[config.mk]
export PLATFORM = sky130hd
export DESIGN_NAME = td4_prog_loader_flat
export DESIGN_NICKNAME = d
export VERILOG_FILES = /design/src/rtl/td4_prog_loader_pkg.sv /design/src/rtl/td4_prog_loader_if.sv /design/src/rtl/td4_prog_loader_ram.sv /design/src/rtl/td4_prog_loader.sv /design/src/flat_wrapper.sv
export SDC_FILE = /design/constraint.sdc
export NUM_CORES = 1
export LEC_CHECK = 0
export ABC_AREA = 1
export CORE_MARGIN = 5
export CORE_UTILIZATION = 52
export CTS_CLUSTER_SIZE = 16
export DETAILED_ROUTE_END_ITERATION = 10
export PLACE_DENSITY = 0.71
export SLEW_MARGIN = 30
export SYNTH_ARGS = -nofsm -noshare
export SYNTH_HDL_FRONTEND = slang
export SYNTH_SLANG_ARGS = --single-unit
[constraint.sdc]
create_clock -name clk -period 2.9 [get_ports clk]
set_input_delay 0.29 -clock clk [delete_from_list [all_inputs] [get_ports clk]]
set_output_delay 0.29 -clock clk [all_outputs]
set_load 0.01 [all_outputs]
[src/rtl/td4_prog_loader_pkg.sv]
`default_nettype none
// ============================================================================
// Module   : libloader (package)
// Purpose  : Shared constants and types for the TD4 program loader:
//            frame sync marker, memory depth, byte/address types and
//            the loader state encoding.
// Revision : 1.0 - initial release
// ============================================================================
package libloader;

  localparam logic [7:0] c_SYNC_BYTE = 8'hA5;
  localparam int         c_DEPTH     = 16;

  typedef logic [7:0] byte_t;
  typedef logic [3:0] addr_t;

  typedef enum logic [2:0] {
    ST_IDLE = 3'd0,
    ST_LEN  = 3'd1,
    ST_DATA = 3'd2,
    ST_CSUM = 3'd3,
    ST_FILL = 3'd4,
    ST_DONE = 3'd5
  } state_e;

endpackage
`default_nettype wire

[src/rtl/td4_prog_loader_if.sv]
`default_nettype none
// ============================================================================
// Module   : td4_prog_loader_if
// Purpose  : Byte-stream valid/ready channel feeding the program loader.
// Signals  : rx_data  - byte from source
//            rx_valid - rx_data is valid
//            rx_ready - sink accepts the byte this cycle
// Modports : master (byte source), slave (loader)
// Revision : 1.0 - initial release
// ============================================================================
interface td4_prog_loader_if;
  import libloader::*;

  byte_t rx_data;
  logic  rx_valid;
  logic  rx_ready;

  modport master (output rx_data, output rx_valid, input rx_ready);
  modport slave  (input rx_data, input rx_valid, output rx_ready);

endinterface
`default_nettype wire

[src/rtl/td4_prog_loader_ram.sv]
`default_nettype none
// ============================================================================
// Module   : td4_prog_ram
// Purpose  : DEPTH x 8 instruction memory, one synchronous write port and
//            one asynchronous read port. Contents are not reset.
// Ports    : clk   - clock
//            we    - write enable
//            waddr - write address
//            wdata - write data
//            raddr - read address
//            rdata - read data (combinational)
// Revision : 1.0 - initial release
// ============================================================================
module td4_prog_ram
  import libloader::*;
#(
  parameter int DEPTH = c_DEPTH
) (
  input  logic  clk,
  input  logic  we,
  input  addr_t waddr,
  input  byte_t wdata,
  input  addr_t raddr,
  output byte_t rdata
);

  byte_t r_mem [DEPTH];

  always_ff @(posedge clk) begin
    if (we) begin
      r_mem[waddr] <= wdata;
    end
  end

  assign rdata = r_mem[raddr];

endmodule
`default_nettype wire

[src/rtl/td4_prog_loader.sv]
`default_nettype none
// ============================================================================
// Module   : td4_prog_loader
// Purpose  : Receives a framed byte stream (SYNC, LEN, LEN data bytes, CSUM),
//            writes the TD4 instruction memory, zero-fills the unused tail
//            and releases the CPU with a one-cycle reset pulse.
// Ports    : clk, rst     - clock, synchronous active-high reset
//            rx           - byte-stream slave channel
//            fetch_ip     - CPU instruction pointer
//            fetch_instr  - instruction at fetch_ip (asynchronous read)
//            cpu_hold     - CPU must not update state while high
//            cpu_rst      - one-cycle CPU register reset pulse
//            busy         - frame in progress
//            err          - sticky error from the last frame
// Revision : 1.0 - initial release
// ============================================================================
module td4_prog_loader
  import libloader::*;
#(
  parameter logic [7:0] SYNC_BYTE = c_SYNC_BYTE,
  parameter int         DEPTH     = c_DEPTH
) (
  input  logic             clk,
  input  logic             rst,
  td4_prog_loader_if.slave rx,
  input  addr_t            fetch_ip,
  output byte_t            fetch_instr,
  output logic             cpu_hold,
  output logic             cpu_rst,
  output logic             busy,
  output logic             err
);

  localparam logic [2:0] c_IDLE = ST_IDLE;
  localparam logic [2:0] c_LEN  = ST_LEN;
  localparam logic [2:0] c_DATA = ST_DATA;
  localparam logic [2:0] c_CSUM = ST_CSUM;
  localparam logic [2:0] c_FILL = ST_FILL;
  localparam logic [2:0] c_DONE = ST_DONE;

  logic [2:0] r_state;
  logic [4:0] r_len;     // 1..16, needs five bits
  addr_t      r_addr;
  byte_t      r_sum;
  logic       r_hold;
  logic       r_err;

  logic       w_ready;
  logic       w_accept;
  logic       w_we;
  byte_t      w_wdata;

  always_comb begin
    w_ready = (r_state == c_IDLE) || (r_state == c_LEN) ||
              (r_state == c_DATA) || (r_state == c_CSUM);
    w_we    = 1'b0;
    w_wdata = 8'h00;
    if (r_state == c_DATA && rx.rx_valid) begin
      w_we    = 1'b1;
      w_wdata = rx.rx_data;
    end else if (r_state == c_FILL) begin
      w_we    = 1'b1;
    end
  end

  assign w_accept = rx.rx_valid && w_ready;

  always_ff @(posedge clk) begin
    if (rst) begin
      r_state <= c_IDLE;
      r_len   <= 5'd0;
      r_addr  <= 4'd0;
      r_sum   <= 8'h00;
      r_hold  <= 1'b1;
      r_err   <= 1'b0;
    end else begin
      case (r_state)
        c_IDLE: begin
          if (w_accept && rx.rx_data == SYNC_BYTE) begin
            r_state <= c_LEN;
            r_hold  <= 1'b1;
          end
        end
        c_LEN: begin
          if (w_accept) begin
            if (rx.rx_data >= 8'd1 && rx.rx_data <= 8'd16) begin
              r_len   <= rx.rx_data[4:0];
              r_addr  <= 4'd0;
              r_sum   <= 8'h00;
              r_state <= c_DATA;
            end else begin
              r_err   <= 1'b1;
              r_state <= c_IDLE;
            end
          end
        end
        c_DATA: begin
          if (w_accept) begin
            r_addr <= r_addr + 4'd1;
            r_sum  <= r_sum + rx.rx_data;
            if ({1'b0, r_addr} == r_len - 5'd1) begin
              r_state <= c_CSUM;
            end
          end
        end
        c_CSUM: begin
          // r_addr already points at entry N, the first one to zero-fill
          // (wrapped to 0 when N=16, in which case no fill is needed).
          if (w_accept) begin
            if (rx.rx_data == r_sum) begin
              r_err   <= 1'b0;
              r_state <= (r_len == 5'd16) ? c_DONE : c_FILL;
            end else begin
              r_err   <= 1'b1;
              r_state <= c_IDLE;
            end
          end
        end
        c_FILL: begin
          r_addr <= r_addr + 4'd1;
          if (r_addr == 4'd15) begin
            r_state <= c_DONE;
          end
        end
        c_DONE: begin
          r_hold  <= 1'b0;
          r_state <= c_IDLE;
        end
        default: begin
          r_state <= c_IDLE;
        end
      endcase
    end
  end

  td4_prog_ram #(
    .DEPTH (DEPTH)
  ) u_ram (
    .clk   (clk),
    .we    (w_we),
    .waddr (r_addr),
    .wdata (w_wdata),
    .raddr (fetch_ip),
    .rdata (fetch_instr)
  );

  assign rx.rx_ready = w_ready;
  assign cpu_hold    = r_hold;
  assign cpu_rst     = (r_state == c_DONE);
  assign busy        = (r_state != c_IDLE);
  assign err         = r_err;

endmodule
`default_nettype wire

[src/flat_wrapper.sv]
// flat-port wrapper written by rule: the top's interface ports become plain ports
module td4_prog_loader_flat import libloader::*;
#(
  parameter logic [7:0] SYNC_BYTE = c_SYNC_BYTE,
  parameter int         DEPTH     = c_DEPTH
)
  (clk, rst, fetch_ip, fetch_instr, cpu_hold, cpu_rst, busy, err, rx_rx_data, rx_rx_valid, rx_rx_ready);
  td4_prog_loader_if rx_i ();
  input  logic clk;
  input  logic rst;
  input  addr_t fetch_ip;
  output byte_t fetch_instr;
  output logic cpu_hold;
  output logic cpu_rst;
  output logic busy;
  output logic err;
  input wire logic [$bits(rx_i.rx_data)-1:0] rx_rx_data;
  input wire logic [$bits(rx_i.rx_valid)-1:0] rx_rx_valid;
  output wire logic [$bits(rx_i.rx_ready)-1:0] rx_rx_ready;
  assign rx_i.rx_data = rx_rx_data;
  assign rx_i.rx_valid = rx_rx_valid;
  assign rx_rx_ready = rx_i.rx_ready;
  td4_prog_loader #(.SYNC_BYTE(SYNC_BYTE), .DEPTH(DEPTH)) u_core (.clk(clk), .rst(rst), .rx(rx_i), .fetch_ip(fetch_ip), .fetch_instr(fetch_instr), .cpu_hold(cpu_hold), .cpu_rst(cpu_rst), .busy(busy), .err(err));
endmodule
==> run summary <==
The first detailed-routing pass took 7 iterations. The smallest clock period supported by the final layout is computed as 2.53 ns. The peak supply drop is 0.382 mV. The worst endpoint data arrival time is 2.24 ns. The setup TNS is 0 ns. The async set-reset flop share out of synthesis is 0. The total power draw is 5.11 mW. The period utilization is 0.871.

TritonCTS built the clock tree. Traced cell by cell, the critical path runs through clkdlybuf4s50_1, inv_1, buf_4, o21ai_0, o211ai_1, nand2_1, clkdlybuf4s50_1. The cell count after synthesis came out at 633. The dominant synthesized flop cell is sky130_fd_sc_hd__edfxtp_1. In this run the most critical hold path is launched from u_core.r_sum[2]. The number of antenna violations at the first check in global routing came to 0. The number of endpoints with negative hold slack in the final report came out at 0. Setup repair after global routing left no endpoint under its margin.

The transition time of the tightest slew-check pin is 0.673 ns. The count of vias placed by the detailed router came out at 4813. Of all nets on the critical path, the largest fanout is 24.

In this run the critical register-to-register path is launched from u_core.r_state[1]. The final global-route overflow total came out at 0. The number of primary I/O pins is 28. The via count of the first global-routing pass is 4681. The share of layout cells above drive strength 1 is 0.117. In this design, the largest share of critical-path delay is due to buffers and inverters.

The largest total area in the synthesized netlist belongs to sky130_fd_sc_hd__edfxtp_1. Entering global routing, the biggest net connects 43 pins. The most frequent standard cell in the layout excluding fill and tap cells is sky130_fd_sc_hd__edfxtp_1. In this run the critical register-to-register path is captured at u_core.u_ram.r_mem[1][4]. In this design, the stage delay of the slowest critical-path cell is 0.49 ns.

On the critical path, the stage with the largest delay is an instance of sky130_fd_sc_hd__clkdlybuf4s50_1. STA classifies the critical path endpoint as an output port. The CTS sink count is 150. The global routing met1 resource utilization is 0.263. The required time reported for the critical path endpoint is 2.61 ns.

The detailed placement HPWL is 10.5 mm. For this block, the routed nets add up to 15.2 mm of wire. Following the worst setup path forward leads to its endpoint at fetch_instr[7]. The number of H-tree levels is 4. Setup violations remaining at the end of the flow were counted as 0. The number of nets still failing antenna checks after routing is 0. The floorplan row count came out at 42.

The mean routed wirelength per cell came out at 17.5 µm. Clock skew on the completed layout was measured at 0.00510 ns. The critical path contains buffers and inverters numbering 4 combined. The number of vias per cell after detailed routing is 5.53. The count of distinct cell types in the synthesized netlist is 38. The worst slew margin relative to its limit is 0.550. The post-cts hold buffer count is 0.

The number of antenna repair diodes is 0. Input and output buffers added on the ports amount to 27. The leakage power of the design is 3.16 nW. The flow ran to the end, and the final reports show no timing, DRC or antenna violations. The latest clock arrival within the worst-skew pair is 0.42 ns. The kind of start point of the critical path is a primary input.

Leaving out fill and tap cells, the most frequent cells in the layout are 128 x sky130_fd_sc_hd__edfxtp_1, 75 x sky130_fd_sc_hd__inv_1, 69 x sky130_fd_sc_hd__nand2_1. The wire length of the first global-routing pass came out at 24.2 mm. The beginning of the critical path is fetch_ip[1]. In this design, the critical path's most frequently occurring cell is sky130_fd_sc_hd__clkdlybuf4s50_1. By area the synthesized netlist is led by sky130_fd_sc_hd__edfxtp_1 56%, sky130_fd_sc_hd__dfxtp_1 6.4%, sky130_fd_sc_hd__mux2i_1 4.6%, sky130_fd_sc_hd__inv_1 4.1%, sky130_fd_sc_hd__a21oi_1 3.8%.

The number of violations of the max-capacitance limit is 0. The number of gates given a new drive strength after cts came out at 0. At the end of the flow, the number of nets in the layout was 710. The share of the yosys chip area belonging to registers came out at 0.620. In the global route stage, overall resource usage came out at 0.199. The met3 layer usage reported by global route came out at 0.0448. The path category of the worst min-delay check is reg -> reg. At the placement stage, the worst setup path has a slack of 0.410 ns. Across all setup checks in the final design, the least slack found is 0.373 ns. The cell chosen for the clock root is sky130_fd_sc_hd__clkbuf_16. The weighted congestion at the end of routability-driven global placement came out at 0.948. The area share of the largest cell type after synthesis is 0.556. The critical path is of the in -> out type.

The residual DRC count came out at 0. The power density relative to cell area is 632 nW/µm². In this run, synthesis produced a sequential element count of 150. The number of cell instances on the worst register-to-register path is 9. The violation count after the first detailed-route iteration is 459. The chip height is 125 µm. The total nets after synthesis came out at 661.

The average instance area after synthesis is 10.9 µm². The total count of max-transition violations in the final report is 0. The full die area is 15700 µm². The number of logic stages on the critical path including buffering is 7. The maximum buffer depth of the clock tree is 2. The die extent in x is 125 µm. The initial utilization of the core area, before any placement, comes to 0.526.

The global routing stage identified its most utilized layer as met2. The number of CTS-inserted buffers came out at 17. The mapped netlist covers 6910 µm². The placeable core region is 13100 µm². Yosys printed 0 warnings. The number of flops mapped to enable cells by yosys is 128. The register clock-pin slew on the reported worst setup and hold paths is 0.06 ns. The area growth from synthesis to final layout came out at 17.0%. The slack of the worst reg-to-reg path is 0.78 ns. The maximum clock frequency came out at 396 MHz. The number of buffers inserted by post-CTS setup repair is 0. For met2 alone, demand over resource in global routing was 0.320.
-- synthesized netlist by cell type (2+ instances only) --
cell type and count:
sky130_fd_sc_hd__edfxtp_1 128, sky130_fd_sc_hd__inv_1 75, sky130_fd_sc_hd__nand2_1 69, sky130_fd_sc_hd__a21oi_1 53, sky130_fd_sc_hd__o21ai_0 47, sky130_fd_sc_hd__nor2_1 44, sky130_fd_sc_hd__o211ai_1 33, sky130_fd_sc_hd__mux2i_1 32
sky130_fd_sc_hd__nand3_1 29, sky130_fd_sc_hd__dfxtp_1 22, sky130_fd_sc_hd__clkbuf_1 15, sky130_fd_sc_hd__nand4_1 13, sky130_fd_sc_hd__ha_1 12, sky130_fd_sc_hd__nor3_1 10, sky130_fd_sc_hd__buf_2 6, sky130_fd_sc_hd__inv_2 6
sky130_fd_sc_hd__xor2_1 6, sky130_fd_sc_hd__nand2_2 5, sky130_fd_sc_hd__buf_1 3, sky130_fd_sc_hd__nor2_4 3, sky130_fd_sc_hd__a211oi_1 2, sky130_fd_sc_hd__a31oi_1 2, sky130_fd_sc_hd__buf_4 2, sky130_fd_sc_hd__o21ai_1 2
-- sequential cells by signal, summed over array words and instances (netlist names) --
register and count:
u_core.cpu_hold 1, u_core.err 1, u_core.r_addr 4, u_core.r_len 5, u_core.r_state 3, u_core.r_sum 8, u_core.u_ram.r_mem 128
-- through the flow --
step	instance area [µm²]	cells	util	hold slack [ns]
6_report	8080	871	0.615	0.468
5_1_grt	8080	871	0.615	0.491
4_1_cts	8080	871	0.615	0.470
3_5_place_dp	7530	839	0.573	0.460
3_3_place_gp	7530	839	0.573	0.453
2_1_floorplan	6910	633	-	0.438
-- how the worst min path moves through the flow --
stage | end | slack, ns | cells after the start
after global routing | u_core.r_sum[2] | 0.49 | 2
after floorplan | u_core.r_len[2] | 0.44 | 2
after detailed placement | u_core.r_sum[2] | 0.46 | 2
after global placement | u_core.r_sum[0] | 0.45 | 2
final | u_core.r_sum[2] | 0.47 | 2
after CTS | u_core.r_sum[2] | 0.47 | 2
-- cell families (layout without fill, tap and decap cells) --
kind of cell	Yosys count	in the layout	synth area share
AO/OA/AOI/OAI	144	144	0.119
XOR/XNOR	6	6	0.00760
adder cells (fa/ha/maj)	13	13	0.0246
multiplexers	32	32	0.0463
buffers and inverters	109	171	0.0626
flip-flops	150	150	0.620
AND/OR/NAND/NOR	179	179	0.120
-- cell type report --
class                           count  area, µm²
Clock inverter                     15        130
Inverter                           81        304
Fill cell                        1076       5050
Timing Repair Buffer               58        526
Sequential cell                   150       4280
Multi-Input combinational cell    374       2190
Clock buffer                       17        425
Tap cell                          176        220
-- layer usage --
layer	vias to the layer above	share of wire
met3	27	0.067
met4	0	0.021
met5	-	0
met1	2300	0.44
met2	154	0.47
li1	2332	-
-- tightest hold or removal path, stage by stage (launching register included) --
cell,delay (ns)
sky130_fd_sc_hd__dfxtp_1,0.31
sky130_fd_sc_hd__nand2_1,0.06
sky130_fd_sc_hd__a21oi_1,0.05
-- power breakdown --
| part | leakage (nW) | switching (mW) | internal [mW] | total [mW] |
|---|---|---|---|---|
| sequential | 1.37 | 0.0255 | 2.39 | 2.42 |
| combinational | 1.52 | 0.428 | 0.224 | 0.653 |
| clock | 0.273 | 0.858 | 1.18 | 2.04 |
| total | 3.16 | 1.31 | 3.80 | 5.11 |
Power figures use the tool's default switching activity.
